[config.mk]
export PLATFORM = sky130hd
export DESIGN_NAME = seg_scan_ctrl
export DESIGN_NICKNAME = d
export VERILOG_FILES = /design/src/rtl/seg_scan_ctrl.sv
export SDC_FILE = /design/constraint.sdc
export NUM_CORES = 1
export LEC_CHECK = 0
export ABC_AREA = 0
export CAP_MARGIN = 30
export CORE_MARGIN = 2
export CORE_UTILIZATION = 53
export CTS_BUF_LIST = sky130_fd_sc_hd__clkbuf_2
export DETAILED_ROUTE_END_ITERATION = 6
export PLACE_DENSITY = 0.93
export SKIP_LAST_GASP = 1
export SLEW_MARGIN = 10
export SYNTH_ARGS = -nofsm -noshare
export SYNTH_HDL_FRONTEND = slang
export SYNTH_SLANG_ARGS = --single-unit
[constraint.sdc]
create_clock -name clk -period 3.6 [get_ports clk]
set_input_delay 0.72 -clock clk [delete_from_list [all_inputs] [get_ports clk]]
set_output_delay 0.72 -clock clk [all_outputs]
set_load 0.02 [all_outputs]
[src/rtl/seg_scan_ctrl.sv]
// Multiplexed seven-segment scan controller.
// Scans DIGITS hex digits over one shared segment bus. Data, masks and the
// leading-zero enable are double-buffered and swapped only at frame end.
// Brightness is applied as PWM inside each digit slot.
module seg_scan_ctrl #(
  parameter int DIGITS   = 8,
  parameter int DIV_W    = 10,
  parameter int BRIGHT_W = 4
) (
  input  logic                  clk,
  input  logic                  rst,
  input  logic [4*DIGITS-1:0]   data,
  input  logic [DIGITS-1:0]     dp_mask,
  input  logic [DIGITS-1:0]     blank_mask,
  input  logic                  lz_en,
  input  logic [BRIGHT_W-1:0]   brightness,
  input  logic                  load,
  output logic                  load_ack,
  output logic                  frame_tick,
  output logic [DIGITS-1:0]     enable,
  output logic [7:0]            out
);

  localparam int IDX_W = (DIGITS > 1) ? $clog2(DIGITS) : 1;
  localparam logic [IDX_W-1:0] LAST = IDX_W'(DIGITS - 1);

  logic [DIV_W-1:0]    pcnt;
  logic [IDX_W-1:0]    idx;
  logic                pending;
  logic [4*DIGITS-1:0] sh_data;
  logic [DIGITS-1:0]   sh_dp;
  logic [DIGITS-1:0]   sh_blank;
  logic                sh_lz;

  logic                slot_end;
  logic                fe;
  logic                capture;
  logic [DIGITS-1:0]   supp;
  logic [DIGITS-1:0]   sel;
  logic [3:0]          nib;
  logic                cur_dp;
  logic                cur_blank;
  logic                cur_supp;
  logic                pwm_on;
  logic [DIGITS-1:0]   enable_d;
  logic [7:0]          out_d;

  function automatic logic [6:0] font(input logic [3:0] n);
    unique case (n)
      4'h0: font = 7'h40;
      4'h1: font = 7'h79;
      4'h2: font = 7'h24;
      4'h3: font = 7'h30;
      4'h4: font = 7'h19;
      4'h5: font = 7'h12;
      4'h6: font = 7'h02;
      4'h7: font = 7'h78;
      4'h8: font = 7'h00;
      4'h9: font = 7'h10;
      4'hA: font = 7'h08;
      4'hB: font = 7'h03;
      4'hC: font = 7'h46;
      4'hD: font = 7'h21;
      4'hE: font = 7'h06;
      4'hF: font = 7'h0E;
    endcase
  endfunction

  assign slot_end = (pcnt == '1);
  assign fe       = slot_end && (idx == LAST);
  assign capture  = fe && (pending || load);

  // Prescaler and digit index: contiguous slots, wrap at end of frame.
  always_ff @(posedge clk) begin
    if (rst) begin
      pcnt <= '0;
      idx  <= '0;
    end else begin
      pcnt <= pcnt + 1'b1;
      if (slot_end)
        idx <= (idx == LAST) ? '0 : idx + 1'b1;
    end
  end

  // Load handshake and shadow registers; a load on the FE cycle itself is
  // captured directly, so pending never needs to be set in that case.
  always_ff @(posedge clk) begin
    if (rst) begin
      pending    <= 1'b0;
      sh_data    <= '0;
      sh_dp      <= '0;
      sh_blank   <= '1;
      sh_lz      <= 1'b0;
      load_ack   <= 1'b0;
      frame_tick <= 1'b0;
    end else begin
      load_ack   <= capture;
      frame_tick <= fe;
      if (capture) begin
        pending  <= 1'b0;
        sh_data  <= data;
        sh_dp    <= dp_mask;
        sh_blank <= blank_mask;
        sh_lz    <= lz_en;
      end else if (load) begin
        pending  <= 1'b1;
      end
    end
  end

  // Leading-zero mask: walk from the top digit down; digit 0 always shows.
  always_comb begin
    logic seen;
    supp = '0;
    seen = 1'b0;
    for (int unsigned k = 0; k < DIGITS - 1; k++) begin
      seen = seen | (sh_data[4*(DIGITS-1-k) +: 4] != 4'h0);
      supp[DIGITS-1-k] = sh_lz & ~seen;
    end
  end

  // Select the scanned digit's attributes and form the next outputs.
  always_comb begin
    sel       = '0;
    nib       = '0;
    cur_dp    = 1'b0;
    cur_blank = 1'b0;
    cur_supp  = 1'b0;
    for (int unsigned i = 0; i < DIGITS; i++) begin
      if (idx == IDX_W'(i)) begin
        sel[i]    = 1'b1;
        nib       = sh_data[4*i +: 4];
        cur_dp    = sh_dp[i];
        cur_blank = sh_blank[i];
        cur_supp  = supp[i];
      end
    end
    pwm_on   = (pcnt[DIV_W-1 -: BRIGHT_W] <= brightness);
    enable_d = '1;
    out_d    = 8'hFF;
    if (cur_blank || !pwm_on) begin
      enable_d = '1;
      out_d    = 8'hFF;
    end else if (cur_supp) begin
      if (cur_dp) begin
        enable_d = ~sel;
        out_d    = 8'h7F;
      end
    end else begin
      enable_d = ~sel;
      out_d    = {~cur_dp, font(nib)};
    end
  end

  // Registered anode and segment drive (one cycle behind the scan state).
  always_ff @(posedge clk) begin
    if (rst) begin
      enable <= '1;
      out    <= 8'hFF;
    end else begin
      enable <= enable_d;
      out    <= out_d;
    end
  end

endmodule

==> flow_metrics.tcl, run 1 <==
set metrics [dict create \
    cap_violations 0 \
    required_ns 4.03 \
    r2r.worst_path.cells 12 \
    cpMaxStageDelayCell "ha_1" \
    fmax_mhz 323 \
    cp.arrival_ns 3.53 \
    tritoncts "built" \
    synth.area.top_cells "dfxtp_1 (45%), a22o_1 (9.0%), ha_1 (5.6%)" \
    die_area_um2 7450 \
    core_area_um2 6680 \
    synthArstFlopShare_pct 0 \
    finalPower_mw 1.46 \
    grt_max_degree 43 \
    worst_slew_pin_slew_ns 0.690 \
    hold_buffers 0 \
    criticalPathCategory "reg2reg" \
    synth_top_flop_cell "dfxtp_1" \
    endpoint_kind "flip-flop" \
    post_cts_buffers 0 \
    ant_nets 0 \
    gp_congestion 0.851 \
    cp_max_fo 14 \
    met3_usage_pct 4.10 \
    avgRoutedWirePerCell_um 15.9 \
    r2r_start "idx[1]$_SDFFE_PP0N_" \
    met2_usage_pct 37.5 \
    setup_viol 0 \
    cts_max_path_buffers 2 \
    finClkSkew_ns 0.0225 \
    min_path_type "reg2reg" \
    relSlewSlack_pct 54.0 \
    hold_violations 0 \
    root_buffer "clkbuf_2" \
    drt_first_pass_iters 5 \
    hpwl_um 5950 \
    outcome "finished, final reports clean" \
    synth_top_area_cell "dfxtp_1" \
    busiest_layer "met2" \
    ir_drop_mv 0.183 \
    synth_cells 372 \
    port_buffers 73 \
    crit_path_cell_trace "inv_1, ha_1, nor2b_1, a221oi_1, o22ai_1, o21ai_0, a2bb2oi_1, inv_1, ha_1, mux2_1, nand2_1, o211ai_1" \
    p_per_area_nw_per_um2 331 \
    start_util_pct 53.8 \
    cts-resized-gates 0 \
    r2r_slack_ns 0.50 \
    grt_pass1_wl_um 13100 \
    seq_area_frac_synth_pct 45.1 \
    numCtsBuffers 9 \
    cts.clk_slew.worst_paths_ns 0.21 \
    drc_errors 0 \
    crit_start "idx[1]$_SDFFE_PP0N_" \
    fin_crit_sh_pct 86.1 \
    antenna_found_initial 0 \
    clkLatencyLatePin_ns 0.53 \
    tns_ns 0 \
    final_nets 510 \
    ys_ff_latch 81 \
    rows 30 \
    drive_gt1_share_pct 7.24 \
    h-tree-depth 3 \
    ys.warnings.count 0 \
    avgSynthCellArea_um2 9.66 \
    synth_edf_count 0 \
    die_h_um 86.3 \
    grt_pass1_vias 2914 \
    endpoint "out[5]$_SDFF_PP1_" \
    rsz0062_at_grt "false" \
    routed_wl_um 8290 \
    gr-total-overflow 0 \
    synth_area_um2 3590 \
    vias_per_cell 5.93 \
    final_cell_mix "dfxtp_1 (81), clkdlybuf4s50_1 (73), a22o_1 (37)" \
    grt_util_all_layers_pct 22.6 \
    netlist.area_leader.share_pct 45.1 \
    leakage_nw 1.69 \
    finalMaxSlewViolations 0 \
    vias 3096 \
    fin_crit_ns 3.10 \
    startpoint_type "flip-flop" \
    num_io_pins 74 \
    layout_commonest_cell "dfxtp_1" \
    grt_util_met1_pct 27.7 \
    fp.dieW_um 86.3 \
    r2r-end "out[5]$_SDFF_PP1_" \
    synth_nets 444 \
    drt_iter0_drc 270 \
    num_antenna_cells 0 \
    areaGrowthSynthToFinish_pct 22.6 \
    yosysUniqueCellTypes 63 \
    slowest_delay_ns 0.47 \
    cts_sinks 81 \
]
==> Yosys cell counts, types with 3 or more instances <==
cell,n
dfxtp_1,81
a22o_1,37
nand2_1,28
a21oi_1,21
inv_1,18
nor2_1,17
ha_1,16
o21ai_0,11
o21ai_1,11
nand3_1,8
o22a_1,8
buf_2,7
buf_6,7
nor3_1,6
o211ai_1,6
or3_1,5
clkbuf_1,4
nor4_1,4
o22ai_1,4
a221oi_1,3
a2bb2oi_1,3
a31oi_1,3
buf_4,3
mux2i_1,3
nand2b_1,3
nand3b_1,3
nor2b_1,3
o221ai_1,3
xor2_1,3
==> through the flow <==
stage               hold WS (ns)  util [%]  setup WS (ns)  cell area (µm²)  instances
floorplan                  0.418         -          0.917             3590        372
global placement           0.426      64.4          0.780             4300        507
detailed placement         0.446      64.4          0.600             4300        507
CTS                        0.479      65.9          0.553             4400        522
global route               0.496      65.9          0.240             4400        522
finish                     0.474      65.9          0.500             4400        522
==> worst min-delay path by stage <==
stage	startpoint	to	slack, ns	cells after the start
after floorplan	pcnt[0]$_SDFF_PP0_	pcnt[0]$_SDFF_PP0_	0.42	1
after global placement	pcnt[0]$_SDFF_PP0_	pcnt[0]$_SDFF_PP0_	0.43	1
after detailed placement	pcnt[0]$_SDFF_PP0_	pcnt[0]$_SDFF_PP0_	0.45	1
after CTS	pcnt[0]$_SDFF_PP0_	pcnt[0]$_SDFF_PP0_	0.48	1
after global routing	pcnt[0]$_SDFF_PP0_	pcnt[0]$_SDFF_PP0_	0.50	1
final	pcnt[0]$_SDFF_PP0_	pcnt[0]$_SDFF_PP0_	0.47	1
==> kinds of logic (layout without fill, tap and decap cells) <==
group / Yosys count / in the layout / share of synthesized area [%]
compound gates: 128 / 128 / 26.1
simple gates: 93 / 93 / 13.8
flops: 81 / 81 / 45.1
fa+ha+maj: 16 / 16 / 5.57
xor+xnor: 5 / 5 / 1.22
mux: 5 / 5 / 1.46
buf+inv: 44 / 114 / 6.76
==> sequential cells by signal, indices dropped and copies added (netlist names) <==
signal	cells
enable	8
frame_tick	1
idx	3
load_ack	1
out	8
pcnt	10
pending	1
sh_blank	8
sh_data	32
sh_dp	8
sh_lz	1
==> metal layers <==
| metal | vias to the layer above | share of wire [%] | routed length (µm) |
|---|---|---|---|
| li1 | 1510 | - | - |
| met1 | 1436 | 43 | 3580 |
| met2 | 131 | 48 | 3980 |
| met3 | 19 | 6.0 | 496 |
| met4 | 0 | 2.8 | 229 |
| met5 | - | 0 | 0 |
==> critical path: cells and delay by family, from the launching register on <==
family	cells	cell delay [ns]
AOI/OAI and AO/OA	5	0.96
adders and majority gates	2	0.74
DFF	1	0.39
and+or+nand+nor	2	0.37
muxes	1	0.31
buffers and inverters	2	0.25
==> cell type report <==
class                      count  area (µm²)
tap                           80         100
sequential                    81        1620
clock inverter                 6        58.8
multi-input combinational    247        1730
inverter                      22        87.6
timing repair buffer          77         761
fill                         529        2280
clock buffer                   9        45.0
==> where the power goes <==
| group | switching, mW | internal, mW | total [mW] |
|---|---|---|---|
| clock | 0.310 | 0.153 | 0.464 |
| combinational | 0.0290 | 0.0592 | 0.0882 |
| sequential | 0.00251 | 0.902 | 0.905 |
| total | 0.342 | 1.11 | 1.46 |
(Power assumes the default switching activity.)
==> run 2: changes to the inputs <==
ABC_CLOCK_PERIOD_IN_PS = 3600   (was unset)
CTS_CLUSTER_SIZE = 12   (was unset)
==> results of run 2 <==
Final layout, timing and power as in run 1 (identical DEF).
